$ cat src/rtl/carry_bypass_pkg.sv
// Shared definitions for the block-serial carry-bypass subtractor:
// block width, controller states and the block-count helper.
package carry_bypass_pkg;

  localparam int BLK_W = 8;

  typedef enum logic [1:0] {
    IDLE = 2'd0,
    RUN  = 2'd1,
    DONE = 2'd2
  } state_t;

  function automatic int blk_count(input int n, input int w);
    return n / w;
  endfunction

endpackage

$ cat src/rtl/bypass_sub_slice.sv
// One block of the subtract datapath: ripple full adders computing a + nb + cin,
// with a mux that forwards cin straight to cout when every bit propagates.
module bypass_sub_slice
  import carry_bypass_pkg::*;
(
  input  logic [BLK_W-1:0] a,
  input  logic [BLK_W-1:0] nb,
  input  logic             cin,
  output logic [BLK_W-1:0] sum,
  output logic             c7,
  output logic             cout
);

  logic [BLK_W-1:0] p;
  logic [BLK_W:0]   c;

  assign p = a ^ nb;

  // NOTE: every variable written in always_comb gets a default before the
  // loop so no path leaves it unassigned and a latch is never inferred.
  always_comb begin
    c    = '0;
    c[0] = cin;
    for (int i = 0; i < BLK_W; i++) begin
      c[i+1] = (a[i] & nb[i]) | (p[i] & c[i]);
    end
  end

  assign sum  = p ^ c[BLK_W-1:0];
  assign c7   = c[BLK_W-1];
  // A fully propagating block cannot generate or kill, so cin passes through
  // unchanged; the mux shortens the path without changing the result.
  assign cout = (&p) ? cin : c[BLK_W];

endmodule

$ cat src/rtl/carry_bypass_serial_subtractor.sv
// Multi-cycle a - b: one BLK_W-bit block per clock through a carry-bypass
// slice, carry held in a register between blocks, valid/ready on both sides.
module carry_bypass_serial_subtractor #(
  parameter int N     = 32,
  parameter int BLK_W = carry_bypass_pkg::BLK_W
) (
  input  logic         clk,
  input  logic         rst_n,
  input  logic         in_valid,
  output logic         in_ready,
  input  logic [N-1:0] a,
  input  logic [N-1:0] b,
  output logic         out_valid,
  input  logic         out_ready,
  output logic [N-1:0] diff,
  output logic         borrow,
  output logic         overflow,
  output logic         zero
);

  import carry_bypass_pkg::*;

  localparam int NBLK = blk_count(N, BLK_W);
  localparam int CW   = $clog2(NBLK);

  state_t          state;
  logic [N-1:0]    op_a;
  logic [N-1:0]    op_nb;
  logic            carry;
  logic [CW-1:0]   blk;

  logic [BLK_W-1:0] slice_a;
  logic [BLK_W-1:0] slice_nb;
  logic [BLK_W-1:0] slice_sum;
  logic             slice_c7;
  logic             slice_cout;
  logic             last_blk;
  logic [N-1:0]     diff_next;

  assign slice_a  = op_a[blk*BLK_W +: BLK_W];
  assign slice_nb = op_nb[blk*BLK_W +: BLK_W];
  assign last_blk = (blk == CW'(NBLK - 1));

  bypass_sub_slice u_slice (
    .a    (slice_a),
    .nb   (slice_nb),
    .cin  (carry),
    .sum  (slice_sum),
    .c7   (slice_c7),
    .cout (slice_cout)
  );

  // The zero flag must see the block being written on the final edge too.
  always_comb begin
    diff_next = diff;
    diff_next[blk*BLK_W +: BLK_W] = slice_sum;
  end

  // NOTE: sequential state uses non-blocking assignments only, so every flop
  // samples pre-edge values regardless of statement order.
  always_ff @(posedge clk or negedge rst_n) begin
    if (!rst_n) begin
      state     <= IDLE;
      in_ready  <= 1'b1;
      out_valid <= 1'b0;
      op_a      <= '0;
      op_nb     <= '0;
      carry     <= 1'b0;
      blk       <= '0;
      diff      <= '0;
      borrow    <= 1'b0;
      overflow  <= 1'b0;
      zero      <= 1'b0;
    end else begin
      unique case (state)
        IDLE: begin
          if (in_valid) begin
            op_a     <= a;
            op_nb    <= ~b;
            carry    <= 1'b1;
            blk      <= '0;
            in_ready <= 1'b0;
            state    <= RUN;
          end
        end
        RUN: begin
          diff  <= diff_next;
          carry <= slice_cout;
          if (last_blk) begin
            borrow    <= ~slice_cout;
            overflow  <= slice_c7 ^ slice_cout;
            zero      <= (diff_next == '0);
            blk       <= '0;
            out_valid <= 1'b1;
            state     <= DONE;
          end else begin
            blk <= blk + 1'b1;
          end
        end
        DONE: begin
          if (out_ready) begin
            out_valid <= 1'b0;
            in_ready  <= 1'b1;
            state     <= IDLE;
          end
        end
        default: begin
          out_valid <= 1'b0;
          in_ready  <= 1'b1;
          state     <= IDLE;
        end
      endcase
    end
  end

endmodule

$ cat config.mk
export PLATFORM = sky130hd
export DESIGN_NAME = carry_bypass_serial_subtractor
export DESIGN_NICKNAME = d
export VERILOG_FILES = /design/src/rtl/carry_bypass_pkg.sv /design/src/rtl/bypass_sub_slice.sv /design/src/rtl/carry_bypass_serial_subtractor.sv
export SDC_FILE = /design/constraint.sdc
export NUM_CORES = 1
export LEC_CHECK = 0
export ABC_AREA = 1
export ABC_CLOCK_PERIOD_IN_PS = 6000
export CAP_MARGIN = 15
export CORE_MARGIN = 1
export CORE_UTILIZATION = 45
export DETAILED_ROUTE_END_ITERATION = 8
export DONT_BUFFER_PORTS = 1
export GPL_TIMING_DRIVEN = 1
export HOLD_SLACK_MARGIN = 0.06
export MAX_ROUTING_LAYER = met4
export SYNTH_ARGS = -nofsm -noshare
export SYNTH_HDL_FRONTEND = slang
export SYNTH_SLANG_ARGS = --single-unit
$ cat constraint.sdc
create_clock -name clk -period 6 [get_ports clk]
set_input_delay 0.6 -clock clk [delete_from_list [all_inputs] [get_ports clk]]
set_output_delay 0.6 -clock clk [all_outputs]
set_load 0.005 [all_outputs]
==> results of run 1 <==
## cells in the mapped netlist, drive strengths merged (7+ instances only)
| cell type | instances |
|---|---|
| fa | 8 |
| nand3 | 15 |
| nor2 | 60 |
| nand2 | 256 |
| ha | 14 |
| dfrtp | 105 |
| buf | 21 |
| o21ai | 73 |
| inv | 57 |
| a21oi | 17 |
| o22ai | 7 |
| clkbuf | 15 |
| a32oi | 14 |
## registers in the layout, indices dropped and copies added (netlist names)
signal / flops
op_nb: 32
overflow: 1
op_a: 32
carry: 1
in_ready: 1
blk: 2
state: 2
zero: 1
out_valid: 1
borrow: 1
diff: 32
## path summary, 6_finish.rpt
path | startpoint | to | cells past startpoint
min | rst_n | in_ready | 0
max in group asynchronous | rst_n | op_a[16] | 1
min in group clk | out_ready | state[1] | 1
max | blk[0] | zero | 22
max reg2reg | blk[0] | zero | 22
min reg2reg | op_a[10] | op_a[10] | 2
## power by group
part | internal [mW] | switching [mW]
Sequential | 1.01 | 0.235
Clock | 0.297 | 0.277
Combinational | 0.649 | 1.30
Total | 1.95 | 1.82
## through the flow
stage | instances | setup slack [ps] | area [um2] | hold slack (ps)
2_1_floorplan | 682 | 1046 | 5418 | 304.4
3_3_place_gp | 795 | 760.3 | 5455 | 307.3
3_5_place_dp | 795 | 595.4 | 5455 | 307.5
4_1_cts | 812 | 577.3 | 5771 | 63.65
5_1_grt | 812 | 15.03 | 5771 | 61.69
6_report | 812 | 560.8 | 5771 | 73.04
## cells by family (layout without fill, tap and decap cells)
group                    after synthesis  count (layout)  synth area share (%)
flip-flops                           106             106                 48.98
AO/OA/AOI/OAI                        127             127                 13.53
adder cells (fa/ha/maj)               22              22                 6.189
AND/OR/NAND/NOR                      334             334                 23.86
buffers and inverters                 93              80                 7.436
## routing by layer
| metal | track usage (%) | up-vias | share of wire, % |
|---|---|---|---|
| met5 | - | - | 0 |
| met4 | 7.387 | 0 | 1.9 |
| met3 | 5.389 | 19 | 4.7 |
| met2 | 36.89 | 112 | 50 |
| met1 | 28.99 | 1994 | 44 |
| li1 | - | 2141 | - |
## worst max-delay path, stage by stage, from the launching register on
cell	delay, ps
dfrtp_1	610
inv_2	410
o21ai_0	140
o22ai_1	230
fa_1	220
inv_1	50
fa_1	370
fa_1	390
fa_1	390
fa_1	400
fa_1	410
fa_1	440
fa_1	520
nor2_1	60
nand2_1	100
nor2_1	60
a21oi_1	160
nand2_1	70
nor2_1	100
nand2_1	60
nor2_1	80
nand2_1	60
nand2_1	50
## final cells by class
type,count,area (um2)
multi-input cells,483,2364
repair buffers,7,72.57
clock inverters,6,48.80
well taps,143,178.9
inverters,57,214.0
clock buffers,10,239.0
flip-flops and latches,106,2654
fillers,1155,5794
## repair_timing
action / 4_1_cts / 5_1_grt
setup buffers: 0 / 0
endpoints found under the hold margin: 105 / 0
gates resized for setup: 0 / 0
hold buffers: 1 / 0
==> results.json, run 1 <==
{
  "finalMaxSlewViolations": 0,
  "overflow": 0,
  "hold_violations": 0,
  "clkLatencyLatePin_ps": 360,
  "cts_max_level": 3,
  "path_clk_slew_ps": 80,
  "num_rows": 39,
  "io_pins": 105,
  "fin_tns_setup_ps": 0,
  "final_common_cell": "nand2_1",
  "synth.yosys.warnings": 0,
  "syn_nets": 772,
  "yosysTopAreaCell": "dfrtp_1",
  "max_slew_margin_pct": 44.75,
  "mostFrequentLayoutCells": "254 x nand2_1, 105 x dfrtp_1, 71 x o21ai_0, 58 x nor2_1, 54 x inv_1",
  "diodes": 0,
  "ant_nets": 0,
  "dieHeight_um": 111.7,
  "ys_seq_area_share_pct": 48.98,
  "port_buffers": 0,
  "status": "finished with violations",
  "die_w_um": 111.7,
  "cts_tree": "done",
  "via_per_inst": 5.254,
  "p_leak_nw": 2.813,
  "drt-wirelength-per-cell_um": 16.01,
  "fin_util_pct": 49.90,
  "syn_avg_cell_area_um2": 7.944,
  "place.gp.congestion": 0.9047,
  "coreArea_um2": 11560,
  "synth_top_area_share_pct": 48.50,
  "min_path_type": "in2async",
  "required_ps": 6310,
  "powerDensity_nw_per_um2": 653.2,
  "period_share_pct": 90.65,
  "max_cap_viol_count": 0,
  "hpwl_um": 9418,
  "drc": 3,
  "drt_iter0_markers": 304,
  "synth-seq-cells": 106,
  "cts_buffers": 9,
  "critPathKind": "reg2reg",
  "clkSinkCount": 106,
  "grt_pass1_wl_um": 21690,
  "violations": "design-rule violations",
  "num_vias": 4266,
  "synth_edf_count": 0,
  "final_layout_size_suffix_gt1_share_pct": 4.933,
  "critPathCaptureType": "register",
  "peakVddDrop_v": 0.0002348,
  "synth_area_um2": 5418,
  "worstMarginPinSlew_ps": 828.8,
  "synthCells": 682,
  "synth_cell_type_count": 28,
  "fmax_ghz": 0.1838,
  "arrival_ps": 5740,
  "ys_top_cells_by_area": "dfrtp_1 48%, nand2_1 18%, o21ai_0 6.6%",
  "nNetsFinal": 754,
  "async_flop_share_pct": 100.0,
  "fin_crit_ps": 5439,
  "drt_first_pass_iters": 7,
  "crit_path_start_kind": "register",
  "grt_max_degree": 106,
  "wirelength_um": 13000,
  "antenna_found_initial": 0,
  "cts-root-buf": "clkbuf_16",
  "path_max_fanout": 24,
  "synth_flop_cell": "dfrtp_1",
  "power_mw": 3.769,
  "finClkSkew_ps": 11.58,
  "dieArea_um2": 12480,
  "cts_max_path_buffers": 2,
  "r2r_slack_ps": 560,
  "syn_to_final_growth_pct": 6.513,
  "grt_pass1_vias": 4249,
  "grt_use_total_pct": 23.09,
  "start_util_pct": 46.85,
  "setup_violations": 0,
  "rsz0062_at_grt": "false"
}
Power figures use the tool's default switching activity.
==> run 2: changes to the inputs <==
- PLACE_DENSITY: not set -> 0.57
==> run 2 against run 1 <==
  * The flow still finishes with violations (design-rule violations)
  * Worst hold slack improved by 11 ps
  * Clock skew fell by 5.6 ps
  * Routed wire length rose by 1.9%
  * Critical path type unchanged
  * Highest routed layer unchanged
==> results.json, run 2 (synthesis gave the netlist of run 1 again) <==
{
  "place.gp.congestion": 0.9218,
  "syn_to_final_growth_pct": 6.721,
  "grt_max_degree": 106,
  "nNetsFinal": 754,
  "grt_use_total_pct": 23.01,
  "die_w_um": 111.7,
  "max_cap_viol_count": 0,
  "cts_setup_buffers": 0,
  "r2r_slack_ps": 650,
  "crit_family": "adder cells",
  "worstMarginPinSlew_ps": 836.8,
  "cpPeakStageDelay_ps": 490,
  "ant_nets": 0,
  "cts-root-buf": "clkbuf_16",
  "cts_max_level": 3,
  "busiest_layer": "met2",
  "whs_ps": 83.71,
  "hold_violations": 0,
  "finalMaxSlewViolations": 0,
  "peakVddDrop_v": 0.0002402,
  "cp.buffers_inverters": 4,
  "via_per_inst": 5.228,
  "crit_path_start_kind": "register",
  "fin_area_um2": 5782,
  "required_ps": 6250,
  "drt_first_pass_iters": 7,
  "rsz0062_at_grt": "false",
  "grt_pass1_wl_um": 21510,
  "violations": "design-rule violations",
  "final_layout_size_suffix_gt1_share_pct": 4.484,
  "clkSinkCount": 106,
  "arrival_ps": 5600,
  "fmax_ghz": 0.1868,
  "wirelength_um": 13250,
  "fill_cells": 1124,
  "path_clk_slew_ps": 70,
  "path_cells": "inv_1, buf_4, a21oi_1, a32oi_1, inv_1, fa_1, fa_1, fa_1, fa_1, fa_1, fa_1, fa_1, nor2_1, nand2_1, o21ai_0, inv_1, nand2_1, nor2_1, nand2_1, nor2_1, nand2_1, nand2_1",
  "min_path_type": "in2async",
  "cts_max_path_buffers": 2,
  "num_rows": 39,
  "p_leak_nw": 2.828,
  "cts_buffers": 9,
  "num_vias": 4245,
  "drt_iter0_markers": 279,
  "status": "finished with violations",
  "grt_pass1_vias": 4169,
  "diodes": 0,
  "fin_crit_ps": 5352,
  "met2_usage_pct": 37.52,
  "finClkSkew_ps": 5.974,
  "cts_tree": "done",
  "fin_tns_setup_ps": 0,
  "clkLatencyLatePin_ps": 350,
  "critPathKind": "reg2reg",
  "mostFrequentLayoutCells": "254 x nand2_1, 105 x dfrtp_1, 71 x o21ai_0, 58 x nor2_1, 54 x inv_1",
  "drc": 6,
  "critPathCaptureType": "register",
  "coreArea_um2": 11560,
  "use_met3_pct": 4.083,
  "post_dp_cell_area_um2": 5455,
  "antenna_found_initial": 0,
  "crit_path_frequent_cell": "fa_1",
  "start_util_pct": 46.85,
  "max_slew_margin_pct": 44.22,
  "port_buffers": 0,
  "dieHeight_um": 111.7,
  "dieArea_um2": 12480,
  "io_pins": 105,
  "largestRegisters": "diff: 32 flops, op_a: 32 flops, op_nb: 32 flops",
  "hpwl_um": 9352,
  "setup_violations": 0,
  "grt_util_met1_pct": 28.44,
  "period_share_pct": 89.20,
  "cts_hold_buf": 1,
  "path_max_fanout": 21,
  "overflow": 0,
  "cts_resized": 0,
  "critPathSlowestCell": "inv_1",
  "drt-wirelength-per-cell_um": 16.32,
  "powerDensity_nw_per_um2": 659.1,
  "final_common_cell": "nand2_1"
}
## run 2: cell count changes in the layout (fill, tap and decap cells not counted)
cell and delta:
clkbuf_8 +1, bufinv_16 +1, inv_6 -3, clkinvlp_4 -3, clkbuf_1 +3, clkinv_2 +1
## run 2: where the power goes
part / total (mW) / internal [mW] / switching, mW
Combinational: 1.98 / 0.654 / 1.33
Clock: 0.605 / 0.347 / 0.258
Sequential: 1.23 / 1.01 / 0.218
## run 2: cell type report
cell class | count | area [um2] | share of cell area [%]
Clock inverter | 2 | 35.03 | 0.6059
Clock buffer | 14 | 264.0 | 4.566
Inverter | 57 | 214.0 | 3.700
Multi-Input combinational cell | 483 | 2364 | 40.88
Tap cell | 143 | 178.9 | 3.095
Sequential cell | 106 | 2654 | 45.90
Timing Repair Buffer | 7 | 72.57 | 1.255
## run 2: layer usage
metal  part of all wire (%)  wire length, um  vias to the layer above
li1                       -                -                     2143
met1                     45             5978                     1991
met2                     49             6503                       93
met3                    3.7              490                       18
met4                    2.1              276                        0
met5                      0                0                        -
## run 2: worst paths after layout
check                           startpoint       end  depth (start not counted)
worst max-delay path                blk[1]      zero                         22
worst min-delay path                 rst_n  in_ready                          0
worst max register to register      blk[1]      zero                         22
worst min register to register    in_ready  in_ready                          2
max in group asynchronous            rst_n  op_a[16]                          1
min in group clk                 out_ready  state[1]                          1
## run 2: through the flow
stage | std cells | setup WS (ps) | util, % | power [mW]
6_report | 812 | 648.0 | 49.99 | 3.811
5_1_grt | 812 | 148.6 | 49.99 | 4.155
4_1_cts | 812 | 636.5 | 49.99 | 3.837
3_5_place_dp | 795 | 647.2 | 47.17 | 3.205
3_3_place_gp | 795 | 748.1 | 47.17 | 3.181
2_1_floorplan | 682 | 1046 | - | 2.642
